<file path="config.mk">
export PLATFORM = sky130hd
export DESIGN_NAME = act_sparse_reader
export DESIGN_NICKNAME = d
export VERILOG_FILES = /design/src/rtl/act_sparse_reader_pkg.sv /design/src/rtl/act_out_fifo.sv /design/src/rtl/act_sparse_reader.sv
export SDC_FILE = /design/constraint.sdc
export NUM_CORES = 1
export LEC_CHECK = 0
export CAP_MARGIN = 20
export CORE_ASPECT_RATIO = 0.9
export CORE_MARGIN = 2
export CORE_UTILIZATION = 52
export CTS_CLUSTER_SIZE = 28
export DETAILED_ROUTE_END_ITERATION = 8
export PLACE_DENSITY_LB_ADDON = 0.25
export SETUP_SLACK_MARGIN = 0.3
export SLEW_MARGIN = 20
export SYNTH_ARGS = -nofsm -noshare
export SYNTH_HDL_FRONTEND = slang
export SYNTH_HIERARCHICAL = 1
export SYNTH_SLANG_ARGS = --single-unit
</file>
<file path="constraint.sdc">
create_clock -name clk -period 5.27 [get_ports clk]
set_input_delay 1.581 -clock clk [delete_from_list [all_inputs] [get_ports clk]]
set_output_delay 1.581 -clock clk [all_outputs]
set_load 0.005 [all_outputs]
</file>
<file path="src/rtl/act_sparse_reader_pkg.sv">
// Shared constants and FSM encoding for the sparse activation reader.
package act_sparse_reader_pkg;

  localparam int PE_ACT_NO_DEFAULT     = 16;
  localparam int PE_DATA_WIDTH_DEFAULT = 16;

  typedef enum logic {
    ACT_IDLE = 1'b0,
    ACT_SCAN = 1'b1
  } act_state_e;

endpackage

</file>
<file path="src/rtl/act_out_fifo.sv">
// Two-entry output FIFO with fall-through: an arriving element is presented
// the same cycle when the FIFO is empty, and is stored only if not taken.
module act_out_fifo #(
  parameter int AW = 4,
  parameter int DW = 16
) (
  input  logic          clk,
  input  logic          rst_n,
  input  logic          flush,
  input  logic          push,
  input  logic [AW-1:0] push_idx,
  input  logic [DW-1:0] push_data,
  input  logic          push_last,
  input  logic          out_ready,
  output logic          out_valid,
  output logic [AW-1:0] out_idx,
  output logic [DW-1:0] out_data,
  output logic          out_last,
  output logic [1:0]    count
);

  localparam int EW = AW + DW + 1;

  logic [EW-1:0] mem [2];
  logic [1:0]    count_reg;
  logic          wr_ptr_reg;
  logic          rd_ptr_reg;
  logic [EW-1:0] push_entry;
  logic [EW-1:0] head_entry;
  logic          bypass;
  logic          pop;
  logic          store;
  logic          drop;

  assign push_entry = {push_idx, push_data, push_last};
  assign bypass     = (count_reg == 2'd0);
  assign out_valid  = !bypass || push;
  assign pop        = out_valid && out_ready;
  assign store      = push && !(bypass && pop);
  assign drop       = pop && !bypass;
  // Outputs are forced to zero when nothing is presented.
  assign head_entry = !out_valid ? '0 : (bypass ? push_entry : mem[rd_ptr_reg]);
  assign {out_idx, out_data, out_last} = head_entry;
  assign count      = count_reg;

  always_ff @(posedge clk) begin
    if (store && !flush) begin
      mem[wr_ptr_reg] <= push_entry;
    end
  end

  always_ff @(posedge clk or negedge rst_n) begin
    if (!rst_n) begin
      count_reg  <= 2'd0;
      wr_ptr_reg <= 1'b0;
      rd_ptr_reg <= 1'b0;
    end else if (flush) begin
      count_reg  <= 2'd0;
      wr_ptr_reg <= 1'b0;
      rd_ptr_reg <= 1'b0;
    end else begin
      count_reg <= count_reg + {1'b0, store} - {1'b0, drop};
      if (store) wr_ptr_reg <= ~wr_ptr_reg;
      if (drop)  rd_ptr_reg <= ~rd_ptr_reg;
    end
  end

endmodule

</file>
<file path="src/rtl/act_sparse_reader.sv">
// Scans a snapshot of nonzero activation flags, reads each nonzero entry
// lowest index first, and streams (idx, data, last) over valid/ready.
module act_sparse_reader
  import act_sparse_reader_pkg::*;
#(
  parameter int PE_ACT_NO = PE_ACT_NO_DEFAULT,
  parameter int DW        = PE_DATA_WIDTH_DEFAULT,
  parameter int AW        = $clog2(PE_ACT_NO)
) (
  input  logic                 clk,
  input  logic                 rst_n,
  input  logic                 start,
  input  logic                 abort,
  input  logic [PE_ACT_NO-1:0] in_act_zeros,
  output logic                 in_act_read_en,
  output logic [AW-1:0]        in_act_read_addr,
  input  logic [DW-1:0]        in_act_read_data,
  output logic                 act_valid,
  input  logic                 act_ready,
  output logic [AW-1:0]        act_idx,
  output logic [DW-1:0]        act_data,
  output logic                 act_last,
  output logic                 busy,
  output logic                 done
);

  act_state_e           state_reg;
  logic [PE_ACT_NO-1:0] pending_reg;
  logic                 inflight_reg;
  logic [AW-1:0]        inflight_idx_reg;
  logic                 inflight_last_reg;
  logic                 done_reg;

  logic [1:0]           fifo_count;
  logic [AW-1:0]        sel_idx;
  logic [PE_ACT_NO-1:0] sel_mask;
  logic [PE_ACT_NO-1:0] pending_after;
  logic                 has_pending;
  logic                 pop;
  logic                 room;
  logic                 issue;
  logic                 scan_complete;

  always_comb begin
    sel_idx = '0;
    for (int i = PE_ACT_NO - 1; i >= 0; i--) begin
      if (pending_reg[i]) sel_idx = AW'(i);
    end
  end

  assign sel_mask      = pending_reg & (~pending_reg + PE_ACT_NO'(1));
  assign pending_after = pending_reg & ~sel_mask;
  assign has_pending   = |pending_reg;
  assign pop           = act_valid && act_ready;
  // Never let stored + in-flight elements exceed the two FIFO slots.
  assign room          = ({1'b0, fifo_count} + {2'b00, inflight_reg}) <= (3'd1 + {2'b00, pop});
  assign issue         = (state_reg == ACT_SCAN) && !abort && has_pending && room;
  assign scan_complete = (state_reg == ACT_SCAN) && !has_pending && !inflight_reg
                         && (fifo_count == 2'd0);

  assign in_act_read_en   = issue;
  assign in_act_read_addr = issue ? sel_idx : '0;
  assign busy             = (state_reg == ACT_SCAN);
  assign done             = done_reg;

  always_ff @(posedge clk or negedge rst_n) begin
    if (!rst_n) begin
      state_reg         <= ACT_IDLE;
      pending_reg       <= '0;
      inflight_reg      <= 1'b0;
      inflight_idx_reg  <= '0;
      inflight_last_reg <= 1'b0;
      done_reg          <= 1'b0;
    end else begin
      done_reg     <= 1'b0;
      inflight_reg <= issue;
      if (issue) begin
        pending_reg       <= pending_after;
        inflight_idx_reg  <= sel_idx;
        inflight_last_reg <= (pending_after == '0);
      end
      if (abort) begin
        state_reg    <= ACT_IDLE;
        pending_reg  <= '0;
        inflight_reg <= 1'b0;
      end else begin
        case (state_reg)
          ACT_IDLE: begin
            if (start) begin
              state_reg   <= ACT_SCAN;
              pending_reg <= ~in_act_zeros;
            end
          end
          ACT_SCAN: begin
            if (scan_complete) begin
              state_reg <= ACT_IDLE;
              done_reg  <= 1'b1;
            end
          end
          default: state_reg <= ACT_IDLE;
        endcase
      end
    end
  end

  act_out_fifo #(
    .AW(AW),
    .DW(DW)
  ) u_out_fifo (
    .clk      (clk),
    .rst_n    (rst_n),
    .flush    (abort),
    .push     (inflight_reg),
    .push_idx (inflight_idx_reg),
    .push_data(in_act_read_data),
    .push_last(inflight_last_reg),
    .out_ready(act_ready),
    .out_valid(act_valid),
    .out_idx  (act_idx),
    .out_data (act_data),
    .out_last (act_last),
    .count    (fifo_count)
  );

endmodule
</file>
==> flow_metrics.py <==
metrics = {
    "status": {
        "status": "finished, final reports clean",
    },
    "cts": {
        "cts_tree": "done",
        "clk_latency_ps": 340,
        "clock_path_buffers": 2,
        "cts_sinks": 70,
        "clk_pin_slew_ps": 80,
        "numCtsBuffers": 9,
        "cts_root_buf": "clkbuf_8",
        "cts_hold_buf": 0,
        "cts_max_level": 3,
    },
    "route": {
        "wl_per_cell_microns": 15.5,
        "dr.pass1.iters": 4,
        "drt_iter0_markers": 94,
        "routed_wl_microns": 7490,
        "drc": 0,
        "vias": 2674,
        "ant_nets": 0,
        "viasPerCell": 5.54,
    },
    "sta": {
        "rsz0062_at_grt": "true",
        "period_share": 0.927,
        "finalMaxSlewViolations": 0,
        "relSlewSlack": 0.372,
        "fin_tns_setup_ps": 0,
        "skew_ps": 10.1,
        "setup_viol": 0,
        "max_freq_mhz": 205,
        "hold_viol": 0,
        "period_needed_ps": 4890,
        "tightest_slew_ps": 942,
    },
    "yosys": {
        "postSynthCellCount": 307,
        "syn_nets": 350,
        "synth.top_cell.area_share": 0.364,
        "synth_area_per_cell_sq_um": 11.3,
        "synth_warnings": 6,
        "synth_edf_count": 42,
        "synth_cell_types": 56,
        "ys.flop_type": "edfxtp_1",
        "ys_seq_elements": 70,
        "synth_area_leaders": "edfxtp_1 36%, dfrtp_1 20%, mux2i_1 6.1%, o21ai_0 3.9%, nor2_1 3.7%",
        "yosys.area.top_type": "edfxtp_1",
        "ys_async_sr_fraction": 0.400,
        "synthesis.area_sq_um": 3470,
        "ys_seq_area_frac": 0.566,
    },
    "layout": {
        "final_cells": 483,
        "nets": 431,
        "drive_gt1_frac": 0.165,
        "diodes": 0,
        "area_growth_pct": 31.9,
        "largest_register_ffs": 42,
        "n_fill_cell": 507,
    },
    "critical_path": {
        "criticalPathCategory": "in -> out",
        "critPathLaunchType": "input port",
        "arrival_ps": 3310,
        "endpoint_kind": "primary output",
        "cp_max_fo": 4,
        "worst_ep_required_time_ps": 3690,
        "rrSetupSlack_ps": 2120,
    },
    "global_route": {
        "grt_max_degree": 44,
        "grtUsageTotal": 0.212,
        "grt_pass1_vias": 2614,
        "antenna_found_initial": 0,
        "grt_overflow": 0,
        "grt_pass1_wl_microns": 12300,
    },
    "power_and_ir_drop": {
        "peakVddDrop_mv": 0.196,
        "p_leak_uw": 0.00175,
        "p_per_area_nw_per_um2": 433,
    },
    "floorplanning": {
        "core_area_sq_um": 6520,
        "dieHeight_microns": 81.5,
        "die-area_sq_um": 7340,
        "dieWidth_microns": 90.1,
        "ios": 66,
        "rows": 28,
        "initial_core_util": 0.532,
    },
    "place": {
        "io_buffers": 65,
        "hpwl_microns": 5010,
        "place_inst": 458,
        "routabilityCongestion": 0.880,
    },
    "worst_hold_path": {
        "hold_class": "reg -> reg",
    },
    "job": {
        "maxCapViolations": 0,
    },
}
[cells by family after synthesis]
kind of cell,after synthesis,share of synthesized area
adder cells (fa/ha/maj),7,0.0267
AO/OA/AOI/OAI,71,0.134
multiplexers,22,0.0650
buffers and inverters,28,0.0375
AND/OR/NAND/NOR,106,0.163
flip-flops,70,0.566
XOR/XNOR,3,0.00758
[area by class of cell]
type	count	area (sq um)	share of cell area
Multi-Input combinational cell	209	1430	0.312
Timing Repair Buffer	90	843	0.184
Sequential cell	70	1960	0.429
Clock inverter	7	72.6	0.0159
Clock buffer	9	124	0.0271
Tap cell	90	113	0.0246
Inverter	8	30.0	0.00657
[stage by stage]
| stage | util | area, sq um | power, uW | setup slack, ps | hold slack (ps) |
|---|---|---|---|---|---|
| 2_1_floorplan | - | 3470 | 1120 | 549 | 464 |
| 3_3_place_gp | 0.654 | 4260 | 1470 | -456 | 481 |
| 3_5_place_dp | 0.654 | 4260 | 1500 | -480 | 486 |
| 4_1_cts | 0.696 | 4540 | 1980 | 309 | 507 |
| 5_1_grt | 0.702 | 4570 | 2100 | 292 | 515 |
| 6_report | 0.702 | 4570 | 1980 | 383 | 505 |
[synthesized netlist by cell type, types with 7 or more instances]
cell type / count
o31ai_1: 8
nor2_1: 34
a31oi_1: 7
dfrtp_1: 28
clkbuf_1: 11
inv_1: 7
o211ai_1: 7
nand3_1: 22
nand2_1: 12
a21oi_1: 7
edfxtp_1: 42
mux2i_1: 21
o21ai_0: 27
nor3_1: 7
[cell usage in the layout (no fill, tap or decap), types with 3 or more instances in the layout]
| master | n |
|---|---|
| mux2i_1 | 21 |
| nor2_1 | 32 |
| clkdlybuf4s50_1 | 59 |
| o31ai_1 | 8 |
| ha_1 | 5 |
| a21oi_1 | 7 |
| nor2b_1 | 5 |
| buf_4 | 22 |
| nand3_1 | 22 |
| o21ai_0 | 26 |
| nand2_1 | 11 |
| nor3_1 | 5 |
| inv_1 | 7 |
| buf_6 | 3 |
| nor2_2 | 3 |
| dfrtp_1 | 28 |
| o211ai_1 | 7 |
| a31oi_1 | 7 |
| edfxtp_1 | 42 |
| clkbuf_8 | 9 |
[power breakdown]
part           total (uW)  leakage [uW]  switching [uW]  internal [uW]
Sequential            708      0.000754            64.6            643
Clock                 428     0.0000956             209            219
Combinational         843      0.000905             378            465
Total                1980       0.00175             652           1330
[metal layers]
layer	routed length [microns]	global-route usage	share of wire	vias up
met5	0	0	0	-
met4	81	0.0769	0.011	0
met3	330	0.0339	0.044	8
met2	3820	0.390	0.51	69
met1	3260	0.259	0.44	1282
li1	-	-	-	1315
[critical path, stage by stage]
cell,delay [ps]
buf_8,80
nand2_4,40
fa_1,470
nor3b_2,170
o21ai_1,120
buf_4,130
o211ai_4,90
buf_6,160
buf_6,110
nor2_4,70
o31a_1,160
buf_2,130
[repair_timing]
item                                    CTS  global route
resized for setup                        21            11
buffers inserted                          8             1
pin swaps                                 5             5
endpoints found under the setup margin    5             4
[path summary, 6_finish.rpt]
kind                                     start                    end  cells after the start
setup / recovery                     act_ready    in_act_read_addr[0]                     12
setup reg to reg           u_out_fifo/count[1]         pending_reg[3]                     13
hold reg to reg            inflight_idx_reg[3]  u_out_fifo/mem[0][20]                      0
max in group asynchronous                rst_n      inflight_last_reg                      2
hold / removal             inflight_idx_reg[3]  u_out_fifo/mem[0][20]                      0
min in group asynchronous                rst_n        pending_reg[15]                      2
(Power assumes the default switching activity.)
